--- src/rtl/median_pkg.sv ---
// Shared types and helpers for the 5x5 median frame controller.
package median_pkg;

  // Default width of the frame geometry inputs and the coordinate outputs.
  localparam int DIM_W_DEFAULT = 13;

  // Frame sequencer states.
  typedef enum logic [1:0] {
    IDLE  = 2'd0,
    RUN   = 2'd1,
    FLUSH = 2'd2
  } state_e;

  // Kernel radius: the number of rows/columns on each side of the centre.
  function automatic int kernel_radius(input int k);
    return k / 2;
  endfunction

  // Line-buffer advances needed before the first window is centred on pixel
  // (0,0): R full lines plus R pixels.
  function automatic logic [31:0] step_offset(input int r, input logic [31:0] w);
    return 32'(r) * w + 32'(r);
  endfunction

endpackage

--- src/rtl/median_sideband_delay.sv ---
// Fixed-depth shift register that aligns the window sideband with the
// median datapath result. Cleared asynchronously so no stale beat survives
// a reset.
module median_sideband_delay #(
  parameter int DEPTH = 4,
  parameter int W     = 3
) (
  input  logic         clk_i,
  input  logic         rst_i,
  input  logic [W-1:0] d_i,
  output logic [W-1:0] q_o
);

  logic [W-1:0] pipe_q [DEPTH];

  // Shift one stage per cycle; every stage clears on reset.
  always_ff @(posedge clk_i or posedge rst_i) begin
    if (rst_i) begin
      for (int i = 0; i < DEPTH; i++) pipe_q[i] <= '0;
    end else begin
      pipe_q[0] <= d_i;
      for (int i = 1; i < DEPTH; i++) pipe_q[i] <= pipe_q[i-1];
    end
  end

  assign q_o = pipe_q[DEPTH-1];

endmodule

--- src/rtl/median_5x5_frame_ctrl.sv ---
// Frame sequencer for the 5x5 median datapath: accepts the input stream,
// drives line-buffer write/flush strobes, tracks the window centre and
// regenerates the output stream sideband after the datapath latency.
module median_5x5_frame_ctrl
  import median_pkg::*;
#(
  parameter int KERNEL_SIZE = 5,
  parameter int DIM_W       = DIM_W_DEFAULT,
  parameter int PIPE_LAT    = 4
) (
  input  logic             i_clk,
  input  logic             i_areset,
  input  logic [DIM_W-1:0] WIDTH,
  input  logic [DIM_W-1:0] HEIGHT,
  input  logic             s_axis_tvalid,
  input  logic             s_axis_tuser,
  input  logic             s_axis_tlast,
  output logic             s_axis_tready,
  output logic             o_lb_wr_en,
  output logic             o_lb_flush,
  output logic             o_win_valid,
  output logic             o_border,
  output logic [DIM_W-1:0] o_col,
  output logic [DIM_W-1:0] o_row,
  output logic             m_axis_tvalid,
  output logic             m_axis_tuser,
  output logic             m_axis_tlast,
  output logic             o_busy,
  output logic             o_err_sof,
  output logic             o_err_eol,
  output logic             o_err_cfg
);

  localparam int R     = kernel_radius(KERNEL_SIZE);
  // Wide enough for R*W + R with W at its maximum.
  localparam int OFF_W = DIM_W + $clog2(R + 1) + 1;

  localparam logic [DIM_W-1:0] KSZ = DIM_W'(KERNEL_SIZE);
  localparam logic [DIM_W-1:0] RAD = DIM_W'(R);
  localparam logic [DIM_W-1:0] ONE = DIM_W'(1);

  // State and frame registers.
  state_e           state_q, state_d;
  logic [DIM_W-1:0] w_q, w_d;
  logic [DIM_W-1:0] h_q, h_d;
  logic [OFF_W-1:0] off_q, off_d;
  // Input raster position of the next accepted beat.
  logic [DIM_W-1:0] in_x_q, in_x_d;
  logic [DIM_W-1:0] in_y_q, in_y_d;
  // Steps taken so far, saturating at the offset: once equal, every step
  // produces a window.
  logic [OFF_W-1:0] fill_q, fill_d;
  // Centre of the next window to be produced.
  logic [DIM_W-1:0] cx_q, cx_d;
  logic [DIM_W-1:0] cy_q, cy_d;

  // Registered window outputs.
  logic             win_valid_q, win_valid_d;
  logic             win_user_q, win_user_d;
  logic             win_last_q, win_last_d;
  logic             border_q, border_d;
  logic [DIM_W-1:0] col_q, col_d;
  logic [DIM_W-1:0] row_q, row_d;
  logic             err_sof_q, err_sof_d;
  logic             err_eol_q, err_eol_d;
  logic             err_cfg_q, err_cfg_d;

  // Combinational decode.
  logic             ready_c;
  logic             wr_en_c;
  logic             flush_c;
  logic             step_c;
  logic             restart_c;
  logic             geo_ok;
  logic             producing;
  logic             exp_tlast;
  logic             last_in;
  logic             ctr_last;
  logic [OFF_W-1:0] off_new;
  logic [2:0]       sb_out;

  assign geo_ok    = (WIDTH >= KSZ) && (HEIGHT >= KSZ);
  assign off_new   = OFF_W'(step_offset(R, 32'(WIDTH)));
  assign producing = (fill_q == off_q);
  assign exp_tlast = (in_x_q == w_q - ONE);
  assign last_in   = exp_tlast && (in_y_q == h_q - ONE);
  assign ctr_last  = (cx_q == w_q - ONE) && (cy_q == h_q - ONE);

  // Next-state, strobes and next values of every counter and flag.
  always_comb begin
    state_d     = state_q;
    w_d         = w_q;
    h_d         = h_q;
    off_d       = off_q;
    in_x_d      = in_x_q;
    in_y_d      = in_y_q;
    fill_d      = fill_q;
    cx_d        = cx_q;
    cy_d        = cy_q;
    col_d       = col_q;
    row_d       = row_q;
    border_d    = border_q;
    win_valid_d = 1'b0;
    win_user_d  = 1'b0;
    win_last_d  = 1'b0;
    err_sof_d   = 1'b0;
    err_eol_d   = 1'b0;
    err_cfg_d   = 1'b0;
    ready_c     = ~i_areset && (state_q != FLUSH);
    wr_en_c     = 1'b0;
    flush_c     = 1'b0;
    step_c      = 1'b0;
    restart_c   = 1'b0;

    case (state_q)
      IDLE: begin
        // Only a start-of-frame beat opens a frame; anything else is dropped.
        if (s_axis_tvalid && ready_c && s_axis_tuser) begin
          if (geo_ok) begin
            restart_c = 1'b1;
            state_d   = RUN;
          end else begin
            err_cfg_d = 1'b1;
          end
        end
      end
      RUN: begin
        if (s_axis_tvalid && ready_c) begin
          if (s_axis_tuser) begin
            // Early start of frame: abandon the current frame and restart on
            // this beat. Windows already in the delay line still drain.
            err_sof_d = 1'b1;
            if (geo_ok) begin
              restart_c = 1'b1;
            end else begin
              err_cfg_d = 1'b1;
              state_d   = IDLE;
            end
          end else begin
            wr_en_c   = 1'b1;
            step_c    = 1'b1;
            err_eol_d = s_axis_tlast ^ exp_tlast;
            // Coordinates follow the latched geometry, never tlast.
            if (exp_tlast) begin
              in_x_d = '0;
              in_y_d = last_in ? '0 : in_y_q + ONE;
            end else begin
              in_x_d = in_x_q + ONE;
            end
            if (last_in) state_d = FLUSH;
          end
        end
      end
      FLUSH: begin
        flush_c = 1'b1;
        step_c  = 1'b1;
        if (producing && ctr_last) state_d = IDLE;
      end
      default: state_d = IDLE;
    endcase

    // The start-of-frame beat is pixel (0,0) and step 0 of the new frame.
    if (restart_c) begin
      wr_en_c   = 1'b1;
      w_d       = WIDTH;
      h_d       = HEIGHT;
      off_d     = off_new;
      in_x_d    = ONE;
      in_y_d    = '0;
      fill_d    = OFF_W'(1);
      cx_d      = '0;
      cy_d      = '0;
      err_eol_d = s_axis_tlast;
    end

    // Each non-restart step either fills the buffers or produces a window.
    if (step_c) begin
      if (producing) begin
        win_valid_d = 1'b1;
        col_d       = cx_q;
        row_d       = cy_q;
        border_d    = (cx_q < RAD) || (cx_q >= w_q - RAD) ||
                      (cy_q < RAD) || (cy_q >= h_q - RAD);
        win_user_d  = (cx_q == '0) && (cy_q == '0);
        win_last_d  = (cx_q == w_q - ONE);
        if (cx_q == w_q - ONE) begin
          cx_d = '0;
          cy_d = (cy_q == h_q - ONE) ? '0 : cy_q + ONE;
        end else begin
          cx_d = cx_q + ONE;
        end
      end else begin
        fill_d = fill_q + OFF_W'(1);
      end
    end
  end

  // FSM state register.
  always_ff @(posedge i_clk or posedge i_areset) begin
    if (i_areset) state_q <= IDLE;
    else          state_q <= state_d;
  end

  // Geometry, counters and registered window/error outputs.
  always_ff @(posedge i_clk or posedge i_areset) begin
    if (i_areset) begin
      w_q         <= '0;
      h_q         <= '0;
      off_q       <= '0;
      in_x_q      <= '0;
      in_y_q      <= '0;
      fill_q      <= '0;
      cx_q        <= '0;
      cy_q        <= '0;
      col_q       <= '0;
      row_q       <= '0;
      border_q    <= 1'b0;
      win_valid_q <= 1'b0;
      win_user_q  <= 1'b0;
      win_last_q  <= 1'b0;
      err_sof_q   <= 1'b0;
      err_eol_q   <= 1'b0;
      err_cfg_q   <= 1'b0;
    end else begin
      w_q         <= w_d;
      h_q         <= h_d;
      off_q       <= off_d;
      in_x_q      <= in_x_d;
      in_y_q      <= in_y_d;
      fill_q      <= fill_d;
      cx_q        <= cx_d;
      cy_q        <= cy_d;
      col_q       <= col_d;
      row_q       <= row_d;
      border_q    <= border_d;
      win_valid_q <= win_valid_d;
      win_user_q  <= win_user_d;
      win_last_q  <= win_last_d;
      err_sof_q   <= err_sof_d;
      err_eol_q   <= err_eol_d;
      err_cfg_q   <= err_cfg_d;
    end
  end

  median_sideband_delay #(
    .DEPTH (PIPE_LAT),
    .W     (3)
  ) u_sideband (
    .clk_i (i_clk),
    .rst_i (i_areset),
    .d_i   ({win_valid_q, win_user_q, win_last_q}),
    .q_o   (sb_out)
  );

  assign s_axis_tready = ready_c;
  assign o_lb_wr_en    = wr_en_c;
  assign o_lb_flush    = flush_c;
  assign o_win_valid   = win_valid_q;
  assign o_border      = border_q;
  assign o_col         = col_q;
  assign o_row         = row_q;
  assign o_busy        = (state_q != IDLE);
  assign o_err_sof     = err_sof_q;
  assign o_err_eol     = err_eol_q;
  assign o_err_cfg     = err_cfg_q;
  assign {m_axis_tvalid, m_axis_tuser, m_axis_tlast} = sb_out;

endmodule

--- config.mk ---
export PLATFORM = sky130hd
export DESIGN_NAME = median_5x5_frame_ctrl
export DESIGN_NICKNAME = d
export VERILOG_FILES = /design/src/rtl/median_pkg.sv /design/src/rtl/median_sideband_delay.sv /design/src/rtl/median_5x5_frame_ctrl.sv
export SDC_FILE = /design/constraint.sdc
export NUM_CORES = 1
export LEC_CHECK = 0
export BUFFER_PORTS_ARGS = -buffer_cell sky130_fd_sc_hd__buf_4
export CAP_MARGIN = 20
export CORE_ASPECT_RATIO = 1.1
export CORE_MARGIN = 1.5
export CORE_UTILIZATION = 65
export CTS_CLUSTER_SIZE = 24
export DETAILED_ROUTE_END_ITERATION = 8
export PLACE_DENSITY = 0.81
export SYNTH_ARGS = -nofsm -noshare
export SYNTH_HDL_FRONTEND = slang
export SYNTH_HIERARCHICAL = 1
export SYNTH_SLANG_ARGS = --single-unit
--- constraint.sdc ---
create_clock -name i_clk -period 11.3 [get_ports i_clk]
set_input_delay 0.565 -clock i_clk [delete_from_list [all_inputs] [get_ports i_clk]]
set_output_delay 0.565 -clock i_clk [all_outputs]
set_load 0.03 [all_outputs]
==> qor.csv, run 1 <==
metric,value,unit
Hold Crit Class,input port to asynchronous set/reset pin,
Logic pwr share,38.1,%
GRT overflow,0,
Synth cell types,74,
Post-synth EDFFs,0,
max_slew headroom,33.9,%
Final Hold Vio Count,0,
nets@finish,1200,
share of post-route cells with drive strength above 1,11.4,%
setup violators final,0,
initial antenna violation count,0,
Starting Density,66.8,%
Worst Tran Pin Value,991,ps
largest net degree at the start of global routing,86,
# diodes,0,
Worst setup SP type,register,
"Seq/Total Area, Yosys",40.0,%
site row count,46,
worst-path maximum fanout,47,
Period minus WS final,4380,ps
synth top area cells,"dfrtp_1, nand2_1, xnor2_1",
GP Congestion,0.866,
die width,119,microns
"Hold-fix buffers, CTS",0,
clock sinks,155,
Crit. End Element,register,
GRT Total Usage,30.5,%
DR DRC count,0,
Pins Over Slew Limit,0,
IO Pins,69,
Multi-input gate area,5440,sq um
post-CTS setup buffers,0,
RSZ-0062 raised after global routing,no,
DRT Pass-1 Iters,5,
skew final,7.23,ps
"Cell Count, Final, Fillers Out",1332,
max_cap viols,0,
Syn. warnings,6,
Placed Instances,1299,
Post-synth top flop,dfrtp_1,
FF+latch area,3880,sq um
final worst slack,6920,ps
top-area cell type share of the netlist area,40.0,%
die area,15700,sq um
H-tree lvl count,4,
Yosys reg bits,155,
Synth area leader,dfrtp_1,
net switching power,0.869,mW
setup TNS,0,ps
"Cell Area, Synth",9700,sq um
FILL cells,1118,
Max VDD drop,0.165,mV
outcome,"complete, no violations",
Seq pwr share,37.2,%
port bufs,68,
Core Box Area,14500,sq um
clock power share,24.8,%
WP data required,11660,ps
Layout area overhead,11.4,%
Post-Syn Nets,1171,
Worst Path Arrival,4730,ps
critical path class,register to register,
WL/cell,17.3,microns
Pint,1.32,mW
"commonest non-fill, non-tap cell in the layout",nand2_1,
pre-CTS setup slack,6990,ps
global-route wire length before repair,37800,microns
height of the die,131,microns
clk_lat worst skew,430,ps
power density cells,203,nW/um^2
Leak,5.01,nW
Final HPWL DP,16300,microns
Routed Antenna Nets,0,
worst hold slack,199,ps
Via density,6.06,
Post-Route WL,23100,microns
Sw Ratio,39.6,%
CTS max path bufs,2,
post-cts sizing count,0,
fin crit share,38.7,%
CTS tree,done,
clock buffer count from CTS,17,
Tot Pwr,2.19,mW
Post-Synthesis Cells,1098,
"Reg clk slew, reported paths",60,ps
FMAX,228,MHz
Mean Syn Cell Area,8.83,sq um
"commonest cells after routing, fill and taps aside","nand2_1, dfrtp_1, o21ai_0, buf_4, xnor2_1",
vias in the first global route,7733,
Synth async-reset ratio,100,%
total number of vias,8078,
CTS Root Buffer Type,clkbuf_16,
1st-iter DRT viols,754,
R2R Setup Slk,6920,ps
worst max-delay path, stage by stage (launching register included):
cell	delay, ps
dfrtp_1	380
inv_1	100
ha_1	230
nor2_1	120
and3_1	320
o21ai_0	250
or2_2	750
inv_1	710
a21oi_1	980
o21ai_0	270
o21ai_1	150
metal layers:
metal | up-vias | share of wire (%) | GRT usage (%)
li1 | 3892 | - | -
met2 | 272 | 50 | 52.3
met3 | 40 | 6.3 | 6.79
met5 | - | 0 | 0
met1 | 3874 | 42 | 38.9
met4 | 0 | 1.8 | 9.80
logic make-up after synthesis:
group,share of synthesized area [%]
fa+ha+maj,5.42
simple gates,26.8
xor+xnor,11.3
flops,40.0
compound gates,11.2
mux,1.26
buf+inv,4.00
cells in the mapped netlist (4+ instances only):
cell type,instances
o31ai_1,8
ha_1,42
a31oi_1,4
xor2_1,45
a21o_1,7
xnor2_1,62
dfrtp_1,155
nor4_1,16
nand3b_1,11
o211ai_1,5
buf_2,6
or3_1,12
buf_1,8
nand3_1,43
and4_1,5
and3_1,33
nor3b_1,10
a21oi_1,32
xnor3_1,6
o21a_1,4
o21ai_1,4
and2_1,5
mux2i_1,10
nor2b_1,12
clkbuf_1,41
nor2_1,45
buf_4,5
nand2_1,227
nor3_1,18
inv_1,26
nand2b_1,8
or4_1,6
nor4b_1,9
o21ai_0,82
o22ai_1,7
nand4_1,22
or2_2,4
final timing paths:
check | startpoint | to | cells after the start
max in group asynchronous | i_areset | fill_q[15]$_DFF_PP0_ | 4
hold / removal | i_areset | u_sideband/pipe_q[4]$_DFF_PP0_ | 2
min in group i_clk | s_axis_tlast | o_err_eol$_DFF_PP0_ | 2
hold reg to reg | u_sideband/pipe_q[7]$_DFF_PP0_ | u_sideband/pipe_q[4]$_DFF_PP0_ | 0
setup reg to reg | state_q[0]$_DFFE_PP0P_ | cy_q[9]$_DFF_PP0_ | 10
setup / recovery | state_q[0]$_DFFE_PP0P_ | cy_q[9]$_DFF_PP0_ | 10
sequential cells by signal (all words and copies together), names as in the netlist:
register	count
fill_q	16
in_x_q	13
in_y_q	13
o_err_eol	1
off_q	14
win_last_q	1
state_q	2
cx_q	13
u_sideband/q_o	3
h_q	13
u_sideband/pipe_q	9
o_col	13
o_err_sof	1
w_q	13
win_user_q	1
o_border	1
cy_q	13
o_err_cfg	1
o_row	13
o_win_valid	1
stage by stage:
step | cell area (sq um) | util (%)
2_1_floorplan | 9700 | -
3_3_place_gp | 10200 | 70.4
3_5_place_dp | 10200 | 70.4
4_1_cts | 10800 | 74.3
5_1_grt | 10800 | 74.4
6_report | 10800 | 74.4
power by group through the flow:
stage               clock network (mW)  logic [mW]  registers, mW
finish                           0.543       0.834          0.814
global route                     0.574       0.934          0.827
CTS                              0.546       0.829          0.810
detailed placement                   0       0.819          0.820
global placement                     0       0.799          0.817
floorplan                            0       0.742          0.714
cell type report:
class | instances | share of cell area (%)
Multi-Input combinational cell | 853 | 50.3
Clock inverter | 13 | 1.03
Inverter | 26 | 0.950
Clock buffer | 19 | 4.19
Timing Repair Buffer | 74 | 5.33
Tap cell | 192 | 2.22
Sequential cell | 155 | 35.9
No activity file was read; power rests on OpenSTA's default activity.
==> run 2, diff against run 1 <==
--- a/config.mk
+++ b/config.mk
@@ -9,10 +9,10 @@
 export CAP_MARGIN = 20
 export CORE_ASPECT_RATIO = 1.1
 export CORE_MARGIN = 1.5
-export CORE_UTILIZATION = 65
+export CORE_UTILIZATION = 61
 export CTS_CLUSTER_SIZE = 24
 export DETAILED_ROUTE_END_ITERATION = 8
-export PLACE_DENSITY = 0.81
+export PLACE_DENSITY = 0.76
 export SYNTH_ARGS = -nofsm -noshare
 export SYNTH_HDL_FRONTEND = slang
 export SYNTH_HIERARCHICAL = 1
==> constraint.sdc (replaced) <==
create_clock -name i_clk -period 4.3 [get_ports i_clk]
set_input_delay 0.215 -clock i_clk [delete_from_list [all_inputs] [get_ports i_clk]]
set_output_delay 0.215 -clock i_clk [all_outputs]
set_load 0.03 [all_outputs]
==> run 2 against run 1 <==
Compared with the run above:
- global-route usage shrank 0.68 points
- combinational power rose to 2.7 times the previous value
- wire length increased by 3.4%
- highest routed layer unchanged
- flip-flop and latch count unchanged
- fmax rose by 17%
- largest cell class unchanged
==> qor.csv, run 2 (synthesis gave the netlist of run 1 again) <==
metric,value,unit
GP Congestion,0.979,
max_slew headroom,39.7,%
GRT overflow,0,
Pins Over Slew Limit,0,
Post-Route WL,23900,microns
vias in the first global route,7714,
CTS tree,done,
Max VDD drop,0.395,mV
share of post-route cells with drive strength above 1,11.6,%
Worst Tran Pin Value,904,ps
clock power share,24.9,%
FMAX,266,MHz
Reg with most FFs,fill_q,
power density cells,531,nW/um^2
nets@finish,1221,
net switching power,2.30,mW
top flop regs,"fill_q x16, off_q x14",
total number of vias,8206,
final worst slack,544,ps
initial antenna violation count,0,
max_cap viols,0,
CTS max path bufs,2,
die width,123,microns
WP data required,4640,ps
Layout area overhead,13.3,%
GRT Total Usage,29.8,%
Logic pwr share,38.4,%
Via density,6.03,
"Core Util, Final",70.4,%
setup violators final,0,
Routed Antenna Nets,0,
DRT Pass-1 Iters,5,
Hold Crit Class,input port to register,
final instance area,11000,sq um
R2R Setup Slk,540,ps
Pint,3.54,mW
Seq pwr share,36.7,%
skew final,8.30,ps
Final HPWL DP,16900,microns
Leak,5.09,nW
1st-iter DRT viols,877,
clock sinks,155,
Final Hold Vio Count,0,
Tot Pwr,5.84,mW
pre-CTS setup slack,672,ps
global-route wire length before repair,38700,microns
H-tree lvl count,4,
height of the die,135,microns
largest net degree at the start of global routing,69,
clk_lat worst skew,440,ps
die area,16700,sq um
reg2reg end,cy_q[3]$_DFF_PP0_,
critical path class,register to register,
DR DRC count,0,
Crit. End Element,register,
Worst Path Arrival,4090,ps
clock buffer count from CTS,17,
Worst Setup SP,w_q[0]$_DFFE_PP0P_,
WL/cell,17.5,microns
crit path capture,cy_q[3]$_DFF_PP0_,
"commonest non-fill, non-tap cell in the layout",nand2_1,
CTS Root Buffer Type,clkbuf_16,
# diodes,0,
Starting Density,62.1,%
worst-path maximum fanout,17,
Worst Reg-to-Reg Cells,11,
Core Box Area,15600,sq um
port bufs,68,
max FFs per register,16,
outcome,"complete, no violations",
"commonest cells after routing, fill and taps aside","nand2_1, dfrtp_1, o21ai_0, buf_4, xnor2_1",
"Reg clk slew, reported paths",60,ps
Critical R2R Launch,w_q[0]$_DFFE_PP0P_,
Worst setup SP type,register,
Post-Place Cell Area,10300,sq um
Period minus WS final,3760,ps
Sw Ratio,39.4,%
site row count,48,
RSZ-0062 raised after global routing,no,
IO Pins,69,
fin crit share,87.3,%
setup TNS,0,ps
==> run 2: changes by cell type in the layout (fill, tap and decap cells not counted), sizes merged <==
cell,previous run,this run
inv,29,28
dlygate4sd3,0,14
bufinv,0,1
buf,74,81
clkinv,7,4
clkinvlp,3,4
clkbuf,19,21
==> run 2: timing repair <==
item,CTS,global route
setup buffers,0,0
gates resized for setup,0,0
hold buffers,14,0
hold endpoints to repair,91,0
==> run 2: final cells by class <==
type	count	area [sq um]
inverter	26	103
fill	1260	4630
timing repair buffer	95	748
tap	200	250
multi-input combinational	853	5440
clock inverter	11	113
clock buffer	21	460
sequential	155	3880
==> run 2: power groups by stage <==
| stage | clock network (mW) | registers [mW] | logic [mW] |
|---|---|---|---|
| after floorplan | 0 | 1.88 | 1.95 |
| after global placement | 0 | 2.14 | 2.17 |
| after detailed placement | 0 | 2.15 | 2.21 |
| after CTS | 1.47 | 2.13 | 2.23 |
| after global routing | 1.54 | 2.17 | 2.49 |
| final | 1.45 | 2.14 | 2.24 |
==> run 2: how the worst min path moves through the flow <==
stage / depth (start not counted) / endpoint / slack, ps / startpoint
after floorplan: 1 / u_sideband/pipe_q[10]$_DFF_PP0_ / 80 / i_areset
after global placement: 2 / u_sideband/pipe_q[11]$_DFF_PP0_ / 290 / i_areset
after detailed placement: 2 / u_sideband/pipe_q[11]$_DFF_PP0_ / 300 / i_areset
after CTS: 3 / w_q[4]$_DFFE_PP0P_ / 7 / WIDTH[4]
after global routing: 3 / w_q[4]$_DFFE_PP0P_ / 20 / WIDTH[4]
final: 3 / w_q[4]$_DFFE_PP0P_ / 20 / WIDTH[4]
==> run 2: through the flow <==
step	instances	hold WS [ps]
floorplan	1098	79.7
global placement	1315	291
detailed placement	1315	300
CTS	1361	7.31
global route	1361	17.1
finish	1361	15.6
==> run 2: worst max-delay path: stages, from the launching register on <==
cell and delay (ps):
dfrtp_1 460, inv_1 140, ha_1 280, or3b_1 470
or3_1 430, a31oi_1 200, o2111ai_1 210, nor4_4 260
buf_4 270, nor3b_4 620, nand2_1 90, o21ai_0 220
==> run 2: layer usage <==
metal / vias up / global-route usage, % / wire (microns)
li1: 3933 / - / -
met4: 0 / 11.2 / 542
met5: - / 0 / 0
met2: 253 / 48.1 / 11700
met1: 3973 / 40.4 / 10400
met3: 47 / 4.84 / 1260
==> run 3, diff against run 2 <==
--- a/config.mk
+++ b/config.mk
@@ -9,10 +9,11 @@
 export CAP_MARGIN = 20
 export CORE_ASPECT_RATIO = 1.1
 export CORE_MARGIN = 1.5
-export CORE_UTILIZATION = 61
+export CORE_UTILIZATION = 63
+export CTS_BUF_LIST = sky130_fd_sc_hd__clkbuf_2
 export CTS_CLUSTER_SIZE = 24
 export DETAILED_ROUTE_END_ITERATION = 8
-export PLACE_DENSITY = 0.76
+export PLACE_DENSITY = 0.79
 export SYNTH_ARGS = -nofsm -noshare
 export SYNTH_HDL_FRONTEND = slang
 export SYNTH_HIERARCHICAL = 1
==> run 3 against run 2 <==
Compared with the run above:
- critical path depth fell by 1
- wire length increased by 0.55%
- clock-buffer cell count down 2
- combinational power barely moved
- final cell count rose by 1.0%
- critical path type unchanged
- critical endpoint is now in_y_q[12]$_DFFE_PP0P_
==> qor.csv, run 3 (synthesis gave the netlist of run 1 again) <==
metric,value,unit
outcome,"complete, no violations",
IO Pins,69,
worst hold slack,17.5,ps
CTS max path bufs,2,
"commonest non-fill, non-tap cell in the layout",nand2_1,
Via density,6.03,
Period minus WS final,3780,ps
die width,121,microns
Worst Setup SP,w_q[2]$_DFFE_PP0P_,
CTS tree,done,
H-tree lvl count,4,
clock power share,15.7,%
die area,16100,sq um
fin crit share,87.8,%
"commonest cells after routing, fill and taps aside","nand2_1, dfrtp_1, o21ai_0, buf_4, xnor2_1",
power density cells,482,nW/um^2
share of post-route cells with drive strength above 1,11.5,%
Final Hold Vio Count,0,
nets@finish,1237,
max_slew headroom,38.7,%
max FFs per register,16,
Final HPWL DP,16700,microns
GRT overflow,0,
Max VDD drop,0.352,mV
post-cts sizing count,0,
FMAX,265,MHz
pre-CTS setup slack,671,ps
vias in the first global route,8121,
Pint,2.99,mW
Leak,5.04,nW
GP Congestion,0.932,
max_cap viols,0,
Tot Pwr,5.23,mW
RSZ-0062 raised after global routing,no,
Pins Over Slew Limit,0,
final worst slack,524,ps
Starting Density,64.4,%
CTS Root Buffer Type,clkbuf_2,
GRT Total Usage,31.4,%
DRT Pass-1 Iters,7,
setup violators final,0,
critical path class,register to register,
WL/cell,17.5,microns
largest net degree at the start of global routing,112,
Logic pwr share,43.2,%
"Hold-fix buffers, CTS",31,
Layout area overhead,11.8,%
Seq pwr share,41.1,%
Hold Crit Class,input port to asynchronous set/reset pin,
Reg with most FFs,fill_q,
Worst Tran Pin Value,919,ps
Post-Route WL,24000,microns
setup TNS,0,ps
cell breakdown of the critical path,"inv_1, ha_1, nor4b_1, and4_1, xor3_1, a221o_1, nor4_4, a21oi_2, or4_1, a21oi_1",
Sw Ratio,42.8,%
skew final,31.0,ps
cell family with most CP delay,simple AND/OR/NAND/NOR gates,
"Reg clk slew, reported paths",210,ps
FILL cells,1199,
post-CTS setup buffers,0,
clock buffer count from CTS,17,
total number of vias,8288,
site row count,47,
initial antenna violation count,2,
Worst setup SP type,register,
height of the die,133,microns
global-route wire length before repair,40300,microns
"slowest stage delay, CP",650,ps
clk_lat worst skew,780,ps
top flop regs,"fill_q x16, off_q x14",
Crit. End Element,register,
Routed Antenna Nets,0,
Core Box Area,15100,sq um
CP Buf/Inv Count,1,
DR DRC count,0,
net switching power,2.24,mW
Critical R2R Launch,w_q[2]$_DFFE_PP0P_,
Worst Path Arrival,4470,ps
1st-iter DRT viols,603,
CP max stage cell,nor4b_1,
worst-path maximum fanout,24,
port bufs,68,
WP data required,4990,ps
clock sinks,155,
## run 3: cell count changes in the layout (fill, tap and decap cells not counted), sizes merged
cell	previous run	this run
diode	0	2
dlygate4sd3	14	31
inv	28	29
clkinv	4	5
bufinv	1	2
clkbuf	21	19
clkinvlp	4	3
buf	81	80
## run 3: area by class of cell
class / count / area, sq um / share of cell area, %
Antenna cell: 2 / 5.00 / 0.0462
Timing Repair Buffer: 111 / 931 / 8.59
Clock inverter: 13 / 144 / 1.33
Multi-Input combinational cell: 853 / 5440 / 50.2
Sequential cell: 155 / 3880 / 35.8
Clock buffer: 19 / 95.1 / 0.877
Inverter: 26 / 103 / 0.947
Tap cell: 196 / 245 / 2.26
## run 3: path summary, 6_finish.rpt
check,cells past startpoint,end,slack (ps)
max,10,in_y_q[12]$_DFFE_PP0P_,520
min,3,cy_q[1]$_DFF_PP0_,20
max reg2reg,10,in_y_q[12]$_DFFE_PP0P_,520
min reg2reg,0,u_sideband/pipe_q[5]$_DFF_PP0_,370
max in group asynchronous,4,u_sideband/pipe_q[4]$_DFF_PP0_,3420
min in group i_clk,3,o_err_eol$_DFF_PP0_,150
## run 3: per-stage QoR
step | instances | utilization [%] | area [sq um]
finish | 1375 | 72.0 | 10800
global route | 1375 | 72.0 | 10800
CTS | 1372 | 71.8 | 10800
detailed placement | 1309 | 68.1 | 10300
global placement | 1309 | 68.1 | 10300
floorplan | 1098 | - | 9700
## run 3: power by group through the flow
| stage | registers (mW) | clock network (mW) | logic [mW] |
|---|---|---|---|
| after floorplan | 1.88 | 0 | 1.95 |
| after global placement | 2.15 | 0 | 2.14 |
| after detailed placement | 2.16 | 0 | 2.19 |
| after CTS | 2.13 | 0.834 | 2.24 |
| after global routing | 2.18 | 0.896 | 2.52 |
| final | 2.15 | 0.823 | 2.26 |
## run 3: per-layer routing
metal,vias to the layer above,part of all wire (%),track usage (%)
li1,3964,-,-
met1,4028,43,42.9
met2,248,49,51.0
met3,48,5.2,5.48
met4,0,2.3,10.3
met5,-,0,0
## run 3: tightest hold or removal path, stage by stage
cell and delay, ps:
dlygate4sd3_1 540, buf_4 160, inv_6 340
